<file path="src/rtl/memory_arbiter_pkg.sv">
// Shared types and constants for the two-port main-memory arbiter.
package memory_arbiter_pkg;

    typedef enum logic [1:0] {
        IDLE   = 2'b00,
        ACCESS = 2'b01,
        ACK    = 2'b10
    } state_e;

    typedef logic port_id_t;

    localparam port_id_t PORT_IF = 1'b0;
    localparam port_id_t PORT_DM = 1'b1;

    localparam int unsigned CNT_WIDTH = 4;

    // Round-robin pick: a lone requester wins, a tie goes to the port not granted last.
    function automatic port_id_t rr_pick(input logic if_req, input logic dm_req,
                                         input port_id_t last_grant);
        if (if_req && dm_req) begin
            return (last_grant == PORT_DM) ? PORT_IF : PORT_DM;
        end
        return dm_req ? PORT_DM : PORT_IF;
    endfunction

endpackage

</file>
<file path="src/rtl/memory_arbiter_wait_counter.sv">
// Loadable down-counter that times the memory wait states; saturates at zero.
module memory_arbiter_wait_counter
    import memory_arbiter_pkg::*;
(
    input  logic                 clk_i,
    input  logic                 rst_i,
    input  logic                 load_i,
    input  logic                 dec_i,
    input  logic [CNT_WIDTH-1:0] load_value_i,
    output logic                 zero_o
);

    logic [CNT_WIDTH-1:0] count_q;

    always_ff @(posedge clk_i or posedge rst_i) begin
        if (rst_i) begin
            count_q <= '0;
        end else if (load_i) begin
            count_q <= load_value_i;
        end else if (dec_i && (count_q != '0)) begin
            count_q <= count_q - 1'b1;
        end
    end

    assign zero_o = (count_q == '0);

endmodule

</file>
<file path="src/rtl/memory_arbiter.sv">
// Arbitrates IF and DM ports onto one single-ported memory and sequences each access
// (strobe for WAIT_STATES+1 cycles, then a one-cycle ACK to the winner).
module memory_arbiter
    import memory_arbiter_pkg::*;
#(
    parameter int unsigned DATAWIDTH_BUS = 32,
    parameter int unsigned WAIT_STATES   = 1
) (
    input  logic                     MEMORY_ARBITER_CLOCK_50,
    input  logic                     MEMORY_ARBITER_RESET_InHigh,
    input  logic                     MEMORY_ARBITER_IF_REQ_In,
    input  logic [DATAWIDTH_BUS-1:0] MEMORY_ARBITER_IF_ADDRESS_InBUS,
    output logic [DATAWIDTH_BUS-1:0] MEMORY_ARBITER_IF_data_OutBUS,
    output logic                     MEMORY_ARBITER_IF_ACK_Out,
    input  logic                     MEMORY_ARBITER_DM_REQ_In,
    input  logic                     MEMORY_ARBITER_DM_WR_In,
    input  logic [DATAWIDTH_BUS-1:0] MEMORY_ARBITER_DM_ADDRESS_InBUS,
    input  logic [DATAWIDTH_BUS-1:0] MEMORY_ARBITER_DM_data_InBUS,
    output logic [DATAWIDTH_BUS-1:0] MEMORY_ARBITER_DM_data_OutBUS,
    output logic                     MEMORY_ARBITER_DM_ACK_Out,
    output logic [DATAWIDTH_BUS-1:0] MEMORY_ARBITER_MEM_ADDRESS_OutBUS,
    output logic [DATAWIDTH_BUS-1:0] MEMORY_ARBITER_MEM_data_OutBUS,
    output logic                     MEMORY_ARBITER_MEM_RD_Out,
    output logic                     MEMORY_ARBITER_MEM_WR_Out,
    input  logic [DATAWIDTH_BUS-1:0] MEMORY_ARBITER_MEM_data_InBUS
);

    state_e                   state_q;
    port_id_t                 winner_q;
    port_id_t                 last_grant_q;
    logic                     wr_q;
    logic [DATAWIDTH_BUS-1:0] addr_q;
    logic [DATAWIDTH_BUS-1:0] wdata_q;
    logic [DATAWIDTH_BUS-1:0] if_rdata_q;
    logic [DATAWIDTH_BUS-1:0] dm_rdata_q;
    logic                     if_ack_q;
    logic                     dm_ack_q;
    logic                     mem_rd_q;
    logic                     mem_wr_q;

    logic     any_req;
    port_id_t pick;
    logic     pick_wr;
    logic     cnt_load;
    logic     cnt_dec;
    logic     cnt_zero;

    always_comb begin
        any_req  = MEMORY_ARBITER_IF_REQ_In | MEMORY_ARBITER_DM_REQ_In;
        pick     = rr_pick(MEMORY_ARBITER_IF_REQ_In, MEMORY_ARBITER_DM_REQ_In, last_grant_q);
        pick_wr  = (pick == PORT_DM) && MEMORY_ARBITER_DM_WR_In;
        cnt_load = (state_q == IDLE) && any_req;
        cnt_dec  = (state_q == ACCESS) && !cnt_zero;
    end

    memory_arbiter_wait_counter u_wait_counter (
        .clk_i        (MEMORY_ARBITER_CLOCK_50),
        .rst_i        (MEMORY_ARBITER_RESET_InHigh),
        .load_i       (cnt_load),
        .dec_i        (cnt_dec),
        .load_value_i (CNT_WIDTH'(WAIT_STATES)),
        .zero_o       (cnt_zero)
    );

    always_ff @(posedge MEMORY_ARBITER_CLOCK_50 or posedge MEMORY_ARBITER_RESET_InHigh) begin
        if (MEMORY_ARBITER_RESET_InHigh) begin
            state_q      <= IDLE;
            winner_q     <= PORT_IF;
            last_grant_q <= PORT_DM;
            wr_q         <= 1'b0;
            addr_q       <= '0;
            wdata_q      <= '0;
            if_rdata_q   <= '0;
            dm_rdata_q   <= '0;
            if_ack_q     <= 1'b0;
            dm_ack_q     <= 1'b0;
            mem_rd_q     <= 1'b0;
            mem_wr_q     <= 1'b0;
        end else begin
            case (state_q)
                IDLE: begin
                    if (any_req) begin
                        winner_q <= pick;
                        wr_q     <= pick_wr;
                        mem_rd_q <= !pick_wr;
                        mem_wr_q <= pick_wr;
                        state_q  <= ACCESS;
                        if (pick == PORT_DM) begin
                            addr_q  <= MEMORY_ARBITER_DM_ADDRESS_InBUS;
                            wdata_q <= MEMORY_ARBITER_DM_data_InBUS;
                        end else begin
                            addr_q  <= MEMORY_ARBITER_IF_ADDRESS_InBUS;
                        end
                    end
                end
                ACCESS: begin
                    if (cnt_zero) begin
                        mem_rd_q <= 1'b0;
                        mem_wr_q <= 1'b0;
                        state_q  <= ACK;
                        if (winner_q == PORT_DM) begin
                            dm_ack_q <= 1'b1;
                            if (!wr_q) dm_rdata_q <= MEMORY_ARBITER_MEM_data_InBUS;
                        end else begin
                            if_ack_q   <= 1'b1;
                            if_rdata_q <= MEMORY_ARBITER_MEM_data_InBUS;
                        end
                    end
                end
                ACK: begin
                    if_ack_q     <= 1'b0;
                    dm_ack_q     <= 1'b0;
                    last_grant_q <= winner_q;
                    state_q      <= IDLE;
                end
                default: state_q <= IDLE;
            endcase
        end
    end

    assign MEMORY_ARBITER_IF_data_OutBUS     = if_rdata_q;
    assign MEMORY_ARBITER_IF_ACK_Out         = if_ack_q;
    assign MEMORY_ARBITER_DM_data_OutBUS     = dm_rdata_q;
    assign MEMORY_ARBITER_DM_ACK_Out         = dm_ack_q;
    assign MEMORY_ARBITER_MEM_ADDRESS_OutBUS = addr_q;
    assign MEMORY_ARBITER_MEM_data_OutBUS    = wdata_q;
    assign MEMORY_ARBITER_MEM_RD_Out         = mem_rd_q;
    assign MEMORY_ARBITER_MEM_WR_Out         = mem_wr_q;

endmodule

</file>
<file path="config.mk">
export PLATFORM = sky130hd
export DESIGN_NAME = memory_arbiter
export DESIGN_NICKNAME = d
export VERILOG_FILES = /design/src/rtl/memory_arbiter_pkg.sv /design/src/rtl/memory_arbiter_wait_counter.sv /design/src/rtl/memory_arbiter.sv
export SDC_FILE = /design/constraint.sdc
export NUM_CORES = 1
export LEC_CHECK = 0
export CAP_MARGIN = 20
export CORE_MARGIN = 1.5
export CORE_UTILIZATION = 50
export DETAILED_ROUTE_END_ITERATION = 16
export DONT_BUFFER_PORTS = 1
export PLACE_DENSITY = 0.77
export SLEW_MARGIN = 15
export SYNTH_ARGS = -nofsm -noshare
export SYNTH_HDL_FRONTEND = slang
export SYNTH_HIERARCHICAL = 1
export SYNTH_SLANG_ARGS = --single-unit
</file>
<file path="constraint.sdc">
create_clock -name MEMORY_ARBITER_CLOCK_50 -period 4.2 [get_ports MEMORY_ARBITER_CLOCK_50]
set_clock_uncertainty 0.05 [all_clocks]
set_input_delay 0.42 -clock MEMORY_ARBITER_CLOCK_50 [delete_from_list [all_inputs] [get_ports MEMORY_ARBITER_CLOCK_50]]
set_output_delay 0.42 -clock MEMORY_ARBITER_CLOCK_50 [all_outputs]
set_load 0.02 [all_outputs]
</file>
; Yosys cells after proc, flatten, opt, wreduce, memory -nomap -nowiden
; Index checks and enable logic that the tools add are counted.
; Widths: inputs -> output; s select.
[word_totals]
mem_bits_rw = 0
latch_bits = 0
romBits = 0
out_inout_bits = 132
ff_bits = 141
in_bits = 133
n_memories = 0
[classes]
n_div = 0
n_lt_le_gt_ge = 0
shifts = 0
mul = 0
n_addsub = 1
n_reduce_logical = 21
n_eq_ne = 6
muxes = 22
bitwise = 3
[ops]
columns = cell, count
row1 = $mux 32, 1
row2 = $reduce_and 3->1, 5
row3 = $mux 1, 12
row4 = $mux 4, 2
row5 = $ne 2x2->1 const B, 4
row6 = $pmux 1 s2, 4
row7 = $reduce_bool 2->1, 3
row8 = $logic_and 1x1->1, 5
row9 = $logic_not 4->1, 1
row10 = $mux 2, 2
row11 = $pmux 2 s2, 1
row12 = $reduce_and 2->1, 2
row13 = $reduce_and 4->1, 1
row14 = $reduce_bool 4->1, 1
row15 = $sub 4x1->4 const B, 1
row16 = $eq 2x1->1 const B, 1
row17 = $eq 2x2->1 const B, 1
row18 = $logic_not 1->1, 2
row19 = $logic_not 2->1, 1
row20 = $not 1->1, 2
row21 = $or 1x1->1, 1

; Longest topological paths before layout
; Gate-level depths: netlist (run 1).
[logic_depth]
ltp_word = 7
mapped_depth = 8
mapped_depth_nobuf = 8

; Modules after synthesis
; The synthesis (run 1) kept the hierarchy.
[by_module_without_submodules]
columns = mod, seq_area_each_um2, cells_each, n_inst, area_each_um2
row1 = memory_arbiter, 3429.5, 339, 1, 5554.1
row2 = memory_arbiter_wait_counter, 100.1, 28, 1, 261.5

; Worst setup path after synthesis (run 1)
; Ideal clock, no wire load.
[synth_path]
kind = flip-flop to flip-flop
startpoint = reg u_wait_counter.count_q[0]
endpoint = reg dm_rdata_q[0], in the netlist MEMORY_ARBITER_DM_data_OutBUS[0]
path_stages_with_launch = 9
setup_ns = 0.125
path_buffers = 1
slack_ns = 1.929
t_arrival_ns = 2.096
period_less_slack_ns = 2.271
path_cell_list = dfrtp_1 -> inv_1 -> ha_1 -> or3b_4 -> inv_1 -> nand3b_4 -> nor3b_2 -> buf_4 -> mux2_2
[synth_via]
elab_chain_cells = 2
[synth_rtl]
columns = element, line_no
row1 = "start, declared", memory_arbiter_wait_counter.sv:13  ; logic [CNT_WIDTH-1:0] count_q;
row2 = "start signal, assigned", memory_arbiter_wait_counter.sv:19  ; count_q <= load_value_i;
row3 = "start signal, assigned", memory_arbiter_wait_counter.sv:21  ; count_q <= count_q - 1'b1;
row4 = $logic_not 4->1, memory_arbiter_wait_counter.sv:25  ; assign zero_o = (count_q == '0);
row5 = named net cnt_zero, memory_arbiter.sv:46  ; logic cnt_zero;
row6 = $reduce_and 4->1 (no line), -
row7 = "end signal, assigned", memory_arbiter.sv:103  ; if (!wr_q) dm_rdata_q <= MEMORY_ARBITER_MEM_data_InBUS;
row8 = "end, declared", memory_arbiter.sv:35  ; logic [DATAWIDTH_BUS-1:0] dm_rdata_q;
; The timed path passes the listed nets, and every way through them passes these cells.
; A chain may end at the register's enable or synchronous reset.

; Final worst setup path (run 1)
[layout_path]
startpoint = reg u_wait_counter.count_q[0]
endpoint = reg if_rdata_q[27], in the netlist MEMORY_ARBITER_IF_data_OutBUS[27]
[layout_via]
elab_chain_cells = 2
[layout_rtl]
columns = element, line_no
row1 = $logic_not 4->1, memory_arbiter_wait_counter.sv:25
row2 = named net cnt_zero, memory_arbiter.sv:46
row3 = $reduce_and 3->1 (no line), -
row4 = "end signal, assigned", memory_arbiter.sv:106  ; if_rdata_q <= MEMORY_ARBITER_MEM_data_InBUS;
row5 = "end, declared", memory_arbiter.sv:34  ; logic [DATAWIDTH_BUS-1:0] if_rdata_q;
; The timed path passes the listed nets, and every way through them passes these cells.

==> results of run 1 <==
## logic make-up (layout without fill, tap and decap cells)
group | after synthesis | after routing
buffers and inverters | 25 | 44
AOI/OAI and AO/OA | 17 | 17
and+or+nand+nor | 20 | 20
other | 2 | 5
DFF | 141 | 141
adders and majority gates | 1 | 1
muxes | 161 | 161
## sequential cells by signal, summed over array words and instances (netlist names), 2 cells and up
register                           count
MEMORY_ARBITER_DM_data_OutBUS         32
MEMORY_ARBITER_MEM_data_OutBUS        32
MEMORY_ARBITER_IF_data_OutBUS         32
u_wait_counter/count_q                 4
MEMORY_ARBITER_MEM_ADDRESS_OutBUS     32
state_q                                2
## metal layers
metal | vias to the layer above | track usage, %
li1 | 1317 | -
met1 | 1481 | 21.5
met2 | 171 | 31.3
met3 | 10 | 9.24
met4 | 0 | 8.97
met5 | - | 0
## power by group through the flow
stage	clock network, mW	logic (mW)	registers (mW)
2_1_floorplan	0	1.11	3.20
3_3_place_gp	0	1.16	3.39
3_5_place_dp	0	1.25	3.40
4_1_cts	1.53	1.24	3.39
5_1_grt	1.60	1.34	3.46
6_report	1.49	1.23	3.37
## stage by stage
step	instance area (µm²)	hold slack, ns
after global routing	6520	0.0430
after global placement	5910	0.151
after CTS	6520	0.0522
after floorplan	5820	0.136
after detailed placement	5910	0.154
final	6520	0.0414
## critical path, stage by stage (launching register included)
cell and delay, ns:
dfrtp_1 0.39, inv_1 0.11, ha_1 0.21, or3b_4 0.42
inv_1 0.14, nand3b_4 0.14, nor2_4 0.75, mux2_2 0.42
## area by class of cell
cell class	count	area [µm²]	area share, %
clock inverters	6	108	1.65
flip-flops and latches	141	3530	54.1
diodes	1	2.50	0.0384
clock buffers	26	489	7.50
multi-input cells	203	2140	32.9
inverters	8	35.0	0.537
well taps	143	179	2.74
repair buffers	4	32.5	0.499
## cells in the mapped netlist (all sizes together), types with 2 or more instances
library cell / count
conb: 2
buf: 16
o21ai: 5
nor3b: 3
inv: 8
a21oi: 3
a21o: 2
nor2: 2
dfrtp: 140
nand2: 4
nand2b: 2
nor3: 2
mux2: 161
## cell usage in the layout, fill, tap and decap left out, types with 4 or more instances in the layout
master,n
dfrtp_1,140
clkbuf_16,17
conb_1,4
nand2_1,4
mux2_2,151
inv_1,6
mux2_1,10
clkbuf_1,6
## path summary, 6_finish.rpt
| path | to | slack (ns) | cells after the start |
|---|---|---|---|
| max | MEMORY_ARBITER_IF_data_OutBUS[27] | 1.43 | 7 |
| min | MEMORY_ARBITER_IF_data_OutBUS[28] | 0.04 | 1 |
| max reg2reg | MEMORY_ARBITER_IF_data_OutBUS[27] | 1.43 | 7 |
| min reg2reg | wr_q | 0.55 | 1 |
| max in group asynchronous | winner_q | 3.07 | 2 |
| min in group MEMORY_ARBITER_CLOCK_50 | MEMORY_ARBITER_MEM_RD_Out | 0.08 | 1 |
## timing repair
action	CTS	global route
hold buffers	1	0
setup buffers	0	0
endpoints found under the hold margin	4	0
==> metrics.md, run 1 <==
| Metric | Value |
|---|---|
| Outcome | `finished clean` |
| Main combinational cell family by area after synthesis | `multiplexers` |
| Area grow syn2layout | `12.1%` |
| Peak supply drop | `0.486 mV` |
| Synth Warn # | `6` |
| Sequential area share after synthesis | `60.7%` |
| Synthesized-area fraction occupied by and/or/nand/nor cells | `2.90%` |
| Worst path required time | `4.43 ns` |
| DP Cell Count | `498` |
| Final hold vios | `0` |
| Pwr per Cell Area | `934 nW/µm²` |
| Arr. time, crit path | `3.00 ns` |
| Synth area leaders | `dfrtp_1 60%, mux2_2 29%, mux2_1 1.9%` |
| CP Launch Type | `register` |
| Crit path time final | `2.77 ns` |
| Top cell type's share of synthesized area | `60.2%` |
| Count of different cell masters after synthesis | `39` |
| Fill cells | `875` |
| Drt pass-1 iters | `6` |
| Routed wl met2 | `5800 µm` |
| DPL Wire Length | `8100 µm` |
| Clock Sinks | `141` |
| # setup viols final | `0` |
| All-Layer GR Usage | `19.3%` |
| Seq pwr share | `55.4%` |
| Sw Ratio | `37.8%` |
| Largest net degree at the start of global routing | `105` |
| Top Layer Used | `met4` |
| Switching pwr | `2.30 mW` |
| Die ar. | `12300 µm²` |
| ANT nets after route | `0` |
| Max Fclk | `361 MHz` |
| Slew HR | `35.1%` |
| Crit Path Category | `register to register` |
| IO Pins | `265` |
| Vias in the first global route | `3298` |
| First-pass GRT wire length | `17900 µm` |
| Total Neg Setup Slack | `0 ns` |
| Die X | `111 µm` |
| Unrepaired setup endpoints after global routing | `no` |
| CP Launch Point | `u_wait_counter/count_q[0]` |
| Die H | `111 µm` |
| Total congestion overflow | `0` |
| Worst r2r src | `u_wait_counter/count_q[0]` |
| Primary FF master, synth | `dfrtp_1` |
| Routed wl met3 | `1180 µm` |
| Via count | `2979` |
| CTS tree | `built` |
| PortBufs | `0` |
| Synth Area in Compound Gates | `2.11%` |
| Fin crit share | `65.9%` |
| Initial DRC count | `122` |
| GPL Wtd Cong | `0.706` |
| Layout Nets | `509` |
| Least-Margin Pin Slew | `0.971 ns` |
| Clock Latency Late Sink | `0.40 ns` |
| Wire length on met1 | `4260 µm` |
| Wire length per cell | `21.5 µm` |
| CTS Buffer Depth | `2` |
| Post-synth EDFFs | `0` |
| Area of the mapped netlist | `5820 µm²` |
| Internal power | `3.79 mW` |
| Remaining DRCs | `0` |
| XOR/XNOR Fraction of Synth Area | `0%` |
| Total power | `6.09 mW` |
| Root Driver | `clkbuf_16` |
| Max Cap Viol | `0` |
| Worst setup margin | `1.43 ns` |
| Final Max Slew Viols | `0` |
| Mux contribution to synthesized area | `31.2%` |
| DP Worst Slack | `1.43 ns` |
| Worst Path Max Fanout | `33` |
| CTS Buf Count | `17` |
| FF+latch count, synth | `141` |
| Reg clk slew, reported paths | `0.05 ns` |
| Row count | `39` |
| Post-Synth Adder-Cell Area | `0.215%` |
| Finished Layout Cells | `532` |
| Gate Count Post-Synth | `367` |
| Finished Core Util | `57.3%` |
| CP Capture Type | `register` |
| Clk pwr share | `24.5%` |
| Initial core utilization | `51.1%` |
| Core area | `11400 µm²` |
| Leakage Power | `2.83 nW` |
| Async S/R FF share, synth | `100%` |
| Comb power frac | `20.1%` |
| Post-cts gate resize count | `0` |
| Initial antenna violation count | `1` |
| H-tree depth | `4` |
| Via/cell ratio | `5.60` |
| Hold Crit Class | `primary input to async pin` |
| Leading area contributor after synthesis | `dfrtp_1` |
| Routed Wire Length | `11400 µm` |
| Syn_area_per_cell | `15.8 µm²` |
| Fraction of layout cells with a size suffix above 1 | `49.7%` |
Power figures use the tool's default switching activity.
==> run 2: changes to the inputs <==
Settings changed: ABC_AREA from default to 1, PLACE_DENSITY 0.77 to 0.74.
Clock period 4.2 ns to 2.9 ns, I/O delays scaled along.
==> metrics.md, run 2 <==
| Metric | Value |
|---|---|
| Initial DRC count | `414` |
| # setup viols final | `0` |
| Synth Warn # | `6` |
| CTS tree | `built` |
| All-Layer GR Usage | `24.8%` |
| Worst setup margin | `0.786 ns` |
| Via/cell ratio | `5.25` |
| Die H | `115 µm` |
| Top cell type's share of synthesized area | `55.8%` |
| Core area | `12100 µm²` |
| CP max-delay cell | `dfrtp_1` |
| Reg clk slew, reported paths | `0.06 ns` |
| Sequential area share after synthesis | `56.2%` |
| Via count | `5332` |
| CP Cell Sequence | `inv_1, ha_1, nand2_2, inv_1, inv_1, nor2_2, nand2_1, buf_4, nand2_1, nand2_1` |
| Mux contribution to synthesized area | `0%` |
| Commonest non-fill, non-tap cell in the layout | `nand2_1` |
| Drt pass-1 iters | `5` |
| Die X | `115 µm` |
| Total Neg Setup Slack | `0 ns` |
| Commonest non-fill, non-tap cells in the layout | `288 x nand2_1, 140 x dfrtp_1, 107 x inv_1` |
| Worst path buffer plus inverter count | `4` |
| Worst path required time | `3.14 ns` |
| Max Cap Viol | `0` |
| Post-synth EDFFs | `0` |
| FF+latch count, synth | `141` |
| Final hold vios | `0` |
| Initial core utilization | `51.8%` |
| Pwr per Cell Area | `1250 nW/µm²` |
| DP Cell Count | `918` |
| Most frequent cell after synthesis | `nand2_1` |
| CTS Buf Count | `17` |
| DP Worst Slack | `0.568 ns` |
| First-pass GRT wire length | `25600 µm` |
| Syn_area_per_cell | `8.06 µm²` |
| Count of different cell masters after synthesis | `25` |
| Area grow syn2layout | `22.0%` |
| Synth Area in Compound Gates | `5.88%` |
| Wire length per cell | `16.6 µm` |
| Routed Wire Length | `16900 µm` |
| Primary FF master, synth | `dfrtp_1` |
| Vias in the first global route | `5217` |
| Remaining DRCs | `0` |
| Initial antenna violation count | `0` |
| Die ar. | `13200 µm²` |
| Peak supply drop | `0.549 mV` |
| Hold Crit Class | `primary input to register` |
| Post-placement cell area | `6380 µm²` |
| Area of the mapped netlist | `6280 µm²` |
| Synthesized-area fraction occupied by and/or/nand/nor cells | `27.4%` |
| Commonest cells in the netlist | `288 x nand2_1, 140 x dfrtp_1, 108 x inv_1, 103 x nand3_1, 57 x o21ai_0` |
| Synth area leaders | `dfrtp_1 56%, nand2_1 17%, nand3_1 8.2%` |
| Post-Synth Adder-Cell Area | `0.199%` |
| Max Fclk | `473 MHz` |
| CP Launch Type | `register` |
| Slew HR | `47.1%` |
| GPL Wtd Cong | `0.803` |
| Layout Nets | `967` |
| Leading area contributor after synthesis | `dfrtp_1` |
| Total congestion overflow | `0` |
| CTS Buffer Depth | `2` |
| Final Max Slew Viols | `0` |
| IO Pins | `265` |
| CP peak stage delay | `0.39 ns` |
| DPL Wire Length | `10500 µm` |
| ANT nets after route | `0` |
| Final instance area | `7660 µm²` |
| Clock Sinks | `141` |
| Crit Path Category | `register to register` |
| Arr. time, crit path | `2.35 ns` |
| Leakage Power | `4.08 nW` |
| Finished Layout Cells | `1015` |
| Main combinational cell family by area after synthesis | `simple AND/OR/NAND/NOR gates` |
| Fill cells | `1010` |
| PortBufs | `0` |
| Row count | `40` |
| Largest net degree at the start of global routing | `138` |
| Worst Path Max Fanout | `18` |
| H-tree depth | `4` |
| Unrepaired setup endpoints after global routing | `no` |
| Post-cts gate resize count | `0` |
| Gate Count Post-Synth | `779` |
| XOR/XNOR Fraction of Synth Area | `0%` |
| Crit path time final | `2.11 ns` |
| CP Capture Type | `register` |
| Fin crit share | `72.9%` |
| Async S/R FF share, synth | `100%` |
| Fraction of layout cells with a size suffix above 1 | `6.86%` |
| CP delay by family, top | `simple AND/OR/NAND/NOR gates` |
| Root Driver | `clkbuf_16` |
| Least-Margin Pin Slew | `0.792 ns` |
| Clock Latency Late Sink | `0.41 ns` |
| Outcome | `finished clean` |
run 2: changes by cell type after synthesis, sizes merged, moves of 3 or more:
cell and delta:
nand2 +287, mux2 -161, nand3 +104, inv +103
o21ai +67, buf +13, clkbuf +11, nor2 +9
nor3b -3
run 2: final cells by class:
class / count / area [µm²] / share of cell area, %
flip-flops and latches: 141 / 3530 / 46.1
multi-input cells: 487 / 2120 / 27.7
repair buffers: 74 / 746 / 9.74
clock buffers: 19 / 433 / 5.65
inverters: 112 / 424 / 5.54
well taps: 168 / 210 / 2.74
clock inverters: 13 / 190 / 2.48
diodes: 1 / 2.50 / 0.0327
run 2: worst paths after layout:
check                      depth (start not counted)                                 end                        startpoint  slack [ns]
max in group asynchronous                          3  MEMORY_ARBITER_MEM_data_OutBUS[29]       MEMORY_ARBITER_RESET_InHigh        1.73
setup reg to reg                                  10   MEMORY_ARBITER_IF_data_OutBUS[13]         u_wait_counter/count_q[0]        0.79
setup / recovery                                  10   MEMORY_ARBITER_IF_data_OutBUS[13]         u_wait_counter/count_q[0]        0.79
min in group asynchronous                          2           u_wait_counter/count_q[2]       MEMORY_ARBITER_RESET_InHigh        0.23
hold reg to reg                                    2                        last_grant_q                      last_grant_q        0.46
hold / removal                                     2  MEMORY_ARBITER_MEM_data_OutBUS[28]  MEMORY_ARBITER_DM_data_InBUS[28]        0.01
run 2: cells by family (layout without fill, tap and decap cells):
family,after synthesis,count (layout)
adder cells (fa/ha/maj),1,1
flip-flops,141,141
buffers and inverters,153,218
AND/OR/NAND/NOR,409,409
other,2,5
AO/OA/AOI/OAI,73,73
run 2: metal layers:
| metal | GRT usage, % | share of wire, % |
|---|---|---|
| met4 | 8.23 | 1.3 |
| met2 | 44.0 | 52 |
| met5 | 0 | 0 |
| met1 | 27.8 | 38 |
| met3 | 9.07 | 8.9 |
run 2: timing repair:
item,in CTS,in global routing
hold buffers,63,0
setup buffers,0,0
hold endpoints to repair,234,0
run 2: report_power, final:
| part | internal (mW) | switching [mW] | leakage [nW] |
|---|---|---|---|
| logic | 0.813 | 1.61 | 2.07 |
| clock network | 1.45 | 0.836 | 0.302 |
| registers | 2.96 | 1.93 | 1.71 |
run 2: metrics by stage:
stage | power (mW) | hold slack [ns] | utilization [%]
after floorplan | 6.47 | 0.00608 | -
after global placement | 7.01 | 0.0305 | 52.6
after detailed placement | 7.20 | 0.0329 | 52.6
after CTS | 9.58 | 0.00184 | 63.0
after global routing | 10.2 | 0.0246 | 63.2
final | 9.60 | 0.0138 | 63.2
